===== src/rtl/sonar_scheduler.sv =====
// Two-channel ultrasonic ranger scheduler: fires sensor 1 and sensor 2 alternately,
// times each echo pulse, converts it to centimetres and publishes per-channel strobes.
module sonar_scheduler #(
    parameter int TICKS_PER_US = 50,
    parameter int TRIG_US      = 10,
    parameter int RISE_TO_US   = 30000,
    parameter int ECHO_TO_US   = 25000,
    parameter int SETTLE_US    = 10000,
    parameter int US_PER_CM    = 58
) (
    input  logic       CLK,
    input  logic       RST,
    input  logic       enable,
    input  logic       echo1,
    input  logic       echo2,
    output logic       trig1,
    output logic       trig2,
    output logic [8:0] dist1,
    output logic [8:0] dist2,
    output logic       valid1,
    output logic       valid2,
    output logic       tmo1,
    output logic       tmo2,
    output logic       busy
);

    typedef enum logic [2:0] {
        S_IDLE,
        S_TRIG,
        S_WAIT_RISE,
        S_MEASURE,
        S_SETTLE
    } state_e;

    localparam int TW = $clog2(TICKS_PER_US + 1);
    localparam int CW = $clog2(US_PER_CM + 1);

    localparam logic [TW-1:0] TICK_LAST   = TW'(TICKS_PER_US - 1);
    localparam logic [CW-1:0] CM_LAST     = CW'(US_PER_CM - 1);
    localparam logic [15:0]   TRIG_LAST   = 16'(TRIG_US - 1);
    localparam logic [15:0]   RISE_LAST   = 16'(RISE_TO_US - 1);
    localparam logic [15:0]   ECHO_LAST   = 16'(ECHO_TO_US - 1);
    localparam logic [15:0]   SETTLE_LAST = 16'(SETTLE_US - 1);

    state_e        state_q, state_d;
    logic          ch_q, ch_d;
    logic [TW-1:0] tick_q, tick_d;
    logic [15:0]   us_q, us_d;
    logic [CW-1:0] sub_q, sub_d;
    logic [8:0]    cm_q, cm_d;
    logic [1:0]    meta_q, meta_d, sync_q, sync_d, prev_q, prev_d;
    logic [1:0]    trig_q, trig_d, valid_q, valid_d, tmo_q, tmo_d;
    logic [8:0]    dist1_q, dist1_d, dist2_q, dist2_d;

    logic          us_tick, echo_s, echo_p, rise, fall;
    logic [CW-1:0] sub_nxt;
    logic [8:0]    cm_nxt;

    assign us_tick = (tick_q == TICK_LAST);
    assign echo_s  = sync_q[ch_q];
    assign echo_p  = prev_q[ch_q];
    assign rise    = echo_s & ~echo_p;
    assign fall    = ~echo_s & echo_p;

    always_comb begin
        state_d = state_q;
        ch_d    = ch_q;
        sub_d   = sub_q;
        cm_d    = cm_q;
        dist1_d = dist1_q;
        dist2_d = dist2_q;
        valid_d = 2'b00;
        tmo_d   = 2'b00;
        meta_d  = {echo2, echo1};
        sync_d  = meta_q;
        prev_d  = sync_q;

        // Count in the current cycle too, so an echo of exactly N*US_PER_CM us yields N cm.
        sub_nxt = sub_q;
        cm_nxt  = cm_q;
        if (us_tick) begin
            if (sub_q == CM_LAST) begin
                sub_nxt = '0;
                if (cm_q != 9'd511) cm_nxt = cm_q + 9'd1;
            end else begin
                sub_nxt = sub_q + CW'(1);
            end
        end

        case (state_q)
            S_IDLE: begin
                if (enable) state_d = S_TRIG;
            end
            S_TRIG: begin
                if (us_tick && us_q == TRIG_LAST) state_d = S_WAIT_RISE;
            end
            S_WAIT_RISE: begin
                if (rise) begin
                    state_d = S_MEASURE;
                end else if (us_tick && us_q == RISE_LAST) begin
                    tmo_d[ch_q] = 1'b1;
                    state_d     = S_SETTLE;
                end
            end
            S_MEASURE: begin
                sub_d = sub_nxt;
                cm_d  = cm_nxt;
                if (fall) begin
                    if (ch_q) dist2_d = cm_nxt;
                    else      dist1_d = cm_nxt;
                    valid_d[ch_q] = 1'b1;
                    state_d       = S_SETTLE;
                end else if (us_tick && us_q == ECHO_LAST) begin
                    if (ch_q) dist2_d = 9'd511;
                    else      dist1_d = 9'd511;
                    tmo_d[ch_q] = 1'b1;
                    state_d     = S_SETTLE;
                end
            end
            S_SETTLE: begin
                if (us_tick && us_q == SETTLE_LAST) begin
                    ch_d    = ~ch_q;
                    state_d = enable ? S_TRIG : S_IDLE;
                end
            end
            default: state_d = S_IDLE;
        endcase

        if (state_d != state_q) begin
            tick_d = '0;
            us_d   = '0;
            sub_d  = '0;
            cm_d   = '0;
        end else begin
            tick_d = us_tick ? '0 : tick_q + TW'(1);
            us_d   = us_tick ? us_q + 16'd1 : us_q;
        end

        // Trigger follows the registered state, so its width equals the TRIG dwell exactly.
        trig_d = 2'b00;
        if (state_d == S_TRIG) trig_d[ch_d] = 1'b1;
    end

    always_ff @(posedge CLK) begin
        if (RST) begin
            state_q <= S_IDLE;
            ch_q    <= 1'b0;
            tick_q  <= '0;
            us_q    <= '0;
            sub_q   <= '0;
            cm_q    <= '0;
            meta_q  <= '0;
            sync_q  <= '0;
            prev_q  <= '0;
            trig_q  <= '0;
            valid_q <= '0;
            tmo_q   <= '0;
            dist1_q <= '0;
            dist2_q <= '0;
        end else begin
            state_q <= state_d;
            ch_q    <= ch_d;
            tick_q  <= tick_d;
            us_q    <= us_d;
            sub_q   <= sub_d;
            cm_q    <= cm_d;
            meta_q  <= meta_d;
            sync_q  <= sync_d;
            prev_q  <= prev_d;
            trig_q  <= trig_d;
            valid_q <= valid_d;
            tmo_q   <= tmo_d;
            dist1_q <= dist1_d;
            dist2_q <= dist2_d;
        end
    end

    // Result strobes are single-cycle, no handshake: dist is stable in the strobe cycle.
    assign trig1  = trig_q[0];
    assign trig2  = trig_q[1];
    assign valid1 = valid_q[0];
    assign valid2 = valid_q[1];
    assign tmo1   = tmo_q[0];
    assign tmo2   = tmo_q[1];
    assign dist1  = dist1_q;
    assign dist2  = dist2_q;
    assign busy   = (state_q != S_IDLE);

endmodule

===== config.mk =====
export PLATFORM = sky130hd
export DESIGN_NAME = sonar_scheduler
export DESIGN_NICKNAME = d
export VERILOG_FILES = /design/src/rtl/sonar_scheduler.sv
export SDC_FILE = /design/constraint.sdc
export NUM_CORES = 1
export LEC_CHECK = 0
export ABC_AREA = 0
export BUFFER_PORTS_ARGS = -buffer_cell sky130_fd_sc_hd__clkbuf_2
export CAP_MARGIN = 20
export CORE_MARGIN = 2
export CORE_UTILIZATION = 55
export DETAILED_ROUTE_END_ITERATION = 6
export GPL_TIMING_DRIVEN = 0
export PLACE_DENSITY = 0.82
export SYNTH_ARGS = -nofsm -noshare
export SYNTH_HDL_FRONTEND = slang
export SYNTH_SLANG_ARGS = --single-unit

===== constraint.sdc =====
create_clock -name CLK -period 3.45 [get_ports CLK]
set_input_delay 0.69 -clock CLK [delete_from_list [all_inputs] [get_ports CLK]]
set_output_delay 0.69 -clock CLK [all_outputs]
set_load 0.03 [all_outputs]

==> results of run 1 <==
-- flip-flops by register name (all words and copies together), names as in the netlist --
signal,count
sub_q,6
prev_q,2
dist2,9
us_q,16
cm_q,9
prev_d,2
dist1,9
state_q,3
valid_q,2
meta_q,2
tick_q,6
tmo_q,2
trig_q,2
ch_q,1
-- cell usage in the layout (no fill, tap or decap), drive strengths merged, types with 2 or more instances in the layout --
cell type   n
nor2       78
nand3      12
nor2b       7
or2         2
and4        2
a21oi       7
ha          7
clkinvlp    2
nand2      28
nor4        8
buf         5
nor3       17
a2111oi     2
clkinv      3
and3       11
nand2b      5
dfxtp      71
inv        10
xnor2      15
nand4       9
mux2i       6
and4b       2
nand4b      3
clkbuf     51
o21ai       5
xor2       17
a31oi       3
a311oi      5
nand3b      2
a211oi     12
o32a        2
-- stage by stage --
step	utilization (%)	total power [mW]	setup slack, ps	hold slack (ps)	area [um2]
final	65.6	1.56	506	443	3680
after floorplan	-	0.898	893	414	3250
after global routing	65.6	1.61	258	466	3680
after CTS	65.6	1.56	504	446	3680
after detailed placement	62.1	0.917	542	428	3480
after global placement	62.1	0.915	602	417	3480
-- per-layer routing --
layer	part of all wire [%]	vias to the layer above	wire length (um)	global-route usage, %
li1	-	1387	-	-
met1	46	1313	3050	27.7
met2	48	60	3170	36.0
met5	0	-	0	0
met3	4.6	11	305	4.44
met4	1.5	0	97	11.2
-- power groups by stage --
stage / combinational, mW / sequential, mW / clock, mW
floorplan: 0.0478 / 0.851 / 0
global placement: 0.0659 / 0.849 / 0
detailed placement: 0.0677 / 0.849 / 0
CTS: 0.0679 / 0.830 / 0.667
global route: 0.0743 / 0.831 / 0.700
finish: 0.0674 / 0.830 / 0.659
-- area by class of cell --
type,count,area [um2]
multi-input cells,278,1700
clock buffers,9,124
fillers,504,1930
flip-flops and latches,71,1420
repair buffers,29,145
well taps,72,90.1
plain buffers,18,92.6
inverters,9,33.8
clock inverters,7,72.6
-- worst max-delay path by stage --
stage	from	endpoint	slack (ps)	cells past startpoint
after floorplan	tick_q[0]	tick_q[0]	890	10
after global placement	tick_q[0]	tick_q[1]	600	10
after detailed placement	tick_q[0]	us_q[6]	540	10
after CTS	tick_q[0]	us_q[11]	500	10
after global routing	tick_q[0]	dist1[0]	260	8
final	tick_q[0]	tick_q[3]	510	10
-- kinds of logic (layout without fill, tap and decap cells) --
kind of cell,Yosys count,after routing
AOI/OAI and AO/OA,42,42
xor gates and xnor gates,32,32
adders and majority gates,7,7
buffers and inverters,27,72
DFF,71,71
muxes,6,6
and+or+nand+nor,191,191
-- worst max-delay path, cell delays in order, from the launching register on --
cell and delay [ps]:
dfxtp_1 390, ha_1 200, and4b_1 260, nand2b_1 160, o41a_1 510, a211oi_2 270
a21oi_1 100, or4_1 500, buf_2 220, buf_6 170, nor2_1 110
==> metrics.txt, run 1 <==
Seq pwr share a little over half; Max Slew Vio Count 0; Area Growth Syn to Fin 13.3%; final std cells w/o fill 493; main combinational cell family by area after synthesis simple AND/OR/NAND/NOR gates; reg2reg end tick_q[3]; VDD IR max 0.250 mV; post-synth top area cell dfxtp_1; CTS Hold Bufs 0; Final Hold Fails 0; Synth Net Count approximately 390; Area contributors post-synth dfxtp_1 44%, nor2_1 9.0%, xor2_1 4.6%, xnor2_1 4.0%, nand2_1 3.2%; GRT Util Overall 22.1%; routed wire length per instance 13.5 um; Die ar. 0.00653 mm2; CP Max Fanout 10; combinational group share of total power 4.3%; P_leak approximately 1.3 nW; die height between 80 and 90 um; startpoint type of the worst setup path register; status completed; Final Skew 8.71 ps; Worst Path Arrival about 3200 ps; number of cells on the worst reg-to-reg path 10; Synth Area in Adders approximately 2.7%; complex-gate fraction of the synthesized area under 10%; post-DP HPWL between 4000 and 5000 um; Synth Register Bits about 70; Synth Area in XOR/XNOR 8.63%; relative slew slack between 50% and 60%; Post-Route WL ~6600 um; switching pwr 0.372 mW; Min-Delay Path Depth 1; Syn Area/Cell 8.64 um2; first-pass GRT wire length approximately 11,000 um; Synth Cell Area around 0.0032 mm2; die width around 80 um; Worst R2R Start tick_q[0]; Rows 27; nets roughly 430; setup repair bufs after CTS 0; DR pass1 iterations 5; Final Cycle Share 85.3%; hold path start meta_q[1]; Endpoint, Worst Hold prev_d[1]; drt first-iter violations approximately 240; Routability Congestion between 0.9 and 1; Clock Sinks 71; Crit Path Class register to register; Clock power frac ~42%; Starting Density 57.9%; most frequent cell after synthesis nor2_1; Int Pwr ~1.2 mW; HP Class register to register; ANT cells 0; Top FF cell, synth dfxtp_1; Max Clock Freq ~0.34 GHz; EDFF count, synth 0; vias in the first global route approximately 2,600; Synthesis Warnings 0; DR DRC count 0; Avg Vias per Cell about 5.6; CP endpoint kind register; endpoints failing setup 0; DR vias between 2,000 and 3,000; Period minus WS final between 2000 and 3000 ps; RSZ-0062 raised after global routing no; Clock Tree Root clkbuf_8; synth cell count leaders 78 x nor2_1, 71 x dfxtp_1, 28 x nand2_1; CTS H-tree lvls 3; mux cell area share after synthesis 1.85%; post-cts sizing count 0; number of antenna violations at the first check in global routing 0; actual slew at the worst max-slew pin ~700 ps; share of cells above drive strength 1 14.0%; post-route ant nets 0; CTS Buf Count 9; MaxCap Viol Count 0; pwr dens 423 mW/mm2; Buffers on Ports 29; top cell type's share of synthesized area between 40% and 50%; core area between 0.005 and 0.006 mm2; setup TNS 0 ps; share of synthesized registers carrying an async set or reset 0%; Data required, critical path between 3000 and 4000 ps; post-synthesis sequential area ratio 43.8%; CTS max path bufs 2; Sw Ratio roughly a quarter; dpl cells around 480; GRT Residual Overflow 0; R2R Setup Slk 510 ps; largest net degree at the start of global routing 14; cells after synthesis 376; Clk pin slew, worst setup/hold paths approximately 80 ps; post-synth cell types 45; I/O pin cnt 30; clk_lat worst skew ~350 ps; Simple-Gate Fraction of Synth Area ~30%; CTS tree done
(Power assumes the default switching activity.)
==> run 2: changes to the inputs <==
--- a/config.mk
+++ b/config.mk
@@ -6,7 +6,7 @@
 export NUM_CORES = 1
 export LEC_CHECK = 0
 export ABC_AREA = 0
-export BUFFER_PORTS_ARGS = -buffer_cell sky130_fd_sc_hd__clkbuf_2
+export BUFFER_PORTS_ARGS = -buffer_cell sky130_fd_sc_hd__buf_2
 export CAP_MARGIN = 20
 export CORE_MARGIN = 2
 export CORE_UTILIZATION = 55
==> run 2 against run 1 <==
  * Worst hold slack better by 1.5 ps
  * Largest power group unchanged
  * Combinational power is 2% higher
  * Largest cell class unchanged
  * Non-clock buffer count stayed put
  * Clock power is 15% higher
  * First-iteration DRC count is 4.1% higher
  * Maximum frequency is 1.6% lower
  * Final cell count stayed put
==> metrics.txt, run 2 (synthesis gave the netlist of run 1 again) <==
dpl cells 477; Rows 27; Final Cycle Share between 80 and 90%; endpoints failing setup 0; Period minus WS final 2990 ps; setup TNS 0 ps; Buffers on Ports 29; CP Max Fanout 10; Routability Congestion ~0.96; Data required, critical path between 3000 and 4000 ps; ANT cells 0; GRT Util Overall 24.2%; number of antenna violations at the first check in global routing 0; post-DP HPWL 5060 um; Starting Density just under 60%; clk_lat worst skew between 300 and 400 ps; startpoint type of the worst setup path register; Worst Path Arrival ~3300 ps; pwr dens 447 mW/mm2; Clk pin slew, worst setup/hold paths around 90 ps; actual slew at the worst max-slew pin about 670 ps; DR pass1 iterations 5; core area 0.00561 mm2; Final Hold Fails 0; number of cells on the worst reg-to-reg path 8; routed wire length per instance 14.4 um; MaxCap Viol Count 0; GRT Residual Overflow 0; CTS Hold Bufs 0; Largest Register us_q; CTS max path bufs 2; RSZ-0062 raised after global routing no; CTS tree done; first-pass GRT wire length about 12,000 um; post-cts sizing count 0; Clock Tree Root clkbuf_8; relative slew slack a little over half; status completed; Max Clock Freq ~0.33 GHz; Tot Pwr 1.66 mW; Crit Path Class register to register; Post-Route WL between 7000 and 8000 um; Avg Vias per Cell between 5 and 6; Max Slew Vio Count 0; max FFs per register 16; I/O pin cnt 30; Final Skew approximately 17 ps; P_leak 1.36 nW; setup repair bufs after CTS 0; Clock Sinks 71; largest net degree at the start of global routing 15; CTS Buf Count 9; share of cells above drive strength 1 between 10% and 20%; VDD IR max ~0.27 mV; nets roughly 430; # fillers ~480; Die ar. roughly 0.0065 mm2; commonest non-fill, non-tap cell in the layout nor2_1; final std cells w/o fill slightly below 500; post-route ant nets 0; DR DRC count 0; die width between 80 and 90 um; Min-Delay Path Depth 1; CTS H-tree lvls 3; DR vias between 2,000 and 3,000; Area Growth Syn to Fin 14.2%; die height 80.8 um; drt first-iter violations between 200 and 300; most frequent cells in the layout 78 x nor2_1, 71 x dfxtp_1, 31 x buf_2, 28 x nand2_1, 17 x xor2_1; CP endpoint kind register; vias in the first global route between 2,000 and 3,000; WHS approximately 440 ps; HP Class register to register
run 2: changes by cell type in the layout (fill, tap and decap cells not counted):
cell,before,now
buf_2,2,31
bufinv_16,1,2
clkinv_4,1,2
clkbuf_2,29,0
clkinv_2,2,0
clkinvlp_4,2,1
inv_6,1,2
run 2: final cells by class:
class                           instances  area [um2]  area share, %
Multi-Input combinational cell        278        1700           45.8
Buffer                                 18        92.6           2.50
Sequential cell                        71        1420           38.3
Inverter                                9        33.8          0.911
Clock inverter                          7         103           2.77
Clock buffer                            9         124           3.34
Tap cell                               72        90.1           2.43
Timing Repair Buffer                   29         145           3.91
run 2: final timing paths:
kind | from | to | slack (ps)
setup / recovery | tick_q[0] | dist1[8] | 460
hold / removal | meta_q[0] | prev_d[0] | 440
setup reg to reg | tick_q[0] | dist1[8] | 460
hold reg to reg | meta_q[0] | prev_d[0] | 440
run 2: through the flow:
| step | util, % | worst slack (ps) | instance area, um2 |
|---|---|---|---|
| after floorplan | - | 893 | 3250 |
| after global placement | 62.1 | 600 | 3480 |
| after detailed placement | 62.1 | 579 | 3480 |
| after CTS | 66.1 | 473 | 3710 |
| after global routing | 66.1 | 192 | 3710 |
| final | 66.1 | 458 | 3710 |
run 2: layer usage:
metal | up-vias | routed length (um) | global-route usage [%]
li1 | 1390 | - | -
met1 | 1331 | 3200 | 29.7
met2 | 69 | 3420 | 39.5
met3 | 13 | 328 | 5.00
met4 | 0 | 169 | 13.6
met5 | - | 0 | 0
run 2: power breakdown:
group / switching (mW) / internal, mW
clock network: 0.343 / 0.414
registers: 0.00383 / 0.826
logic: 0.0449 / 0.0240
run 2: critical path: stages (launching register included):
cell,delay (ps)
dfxtp_1,390
ha_1,190
and4b_1,260
nand2b_1,150
o41a_1,500
nor3_1,590
clkbuf_1,420
nor2_1,100
a211oi_1,280
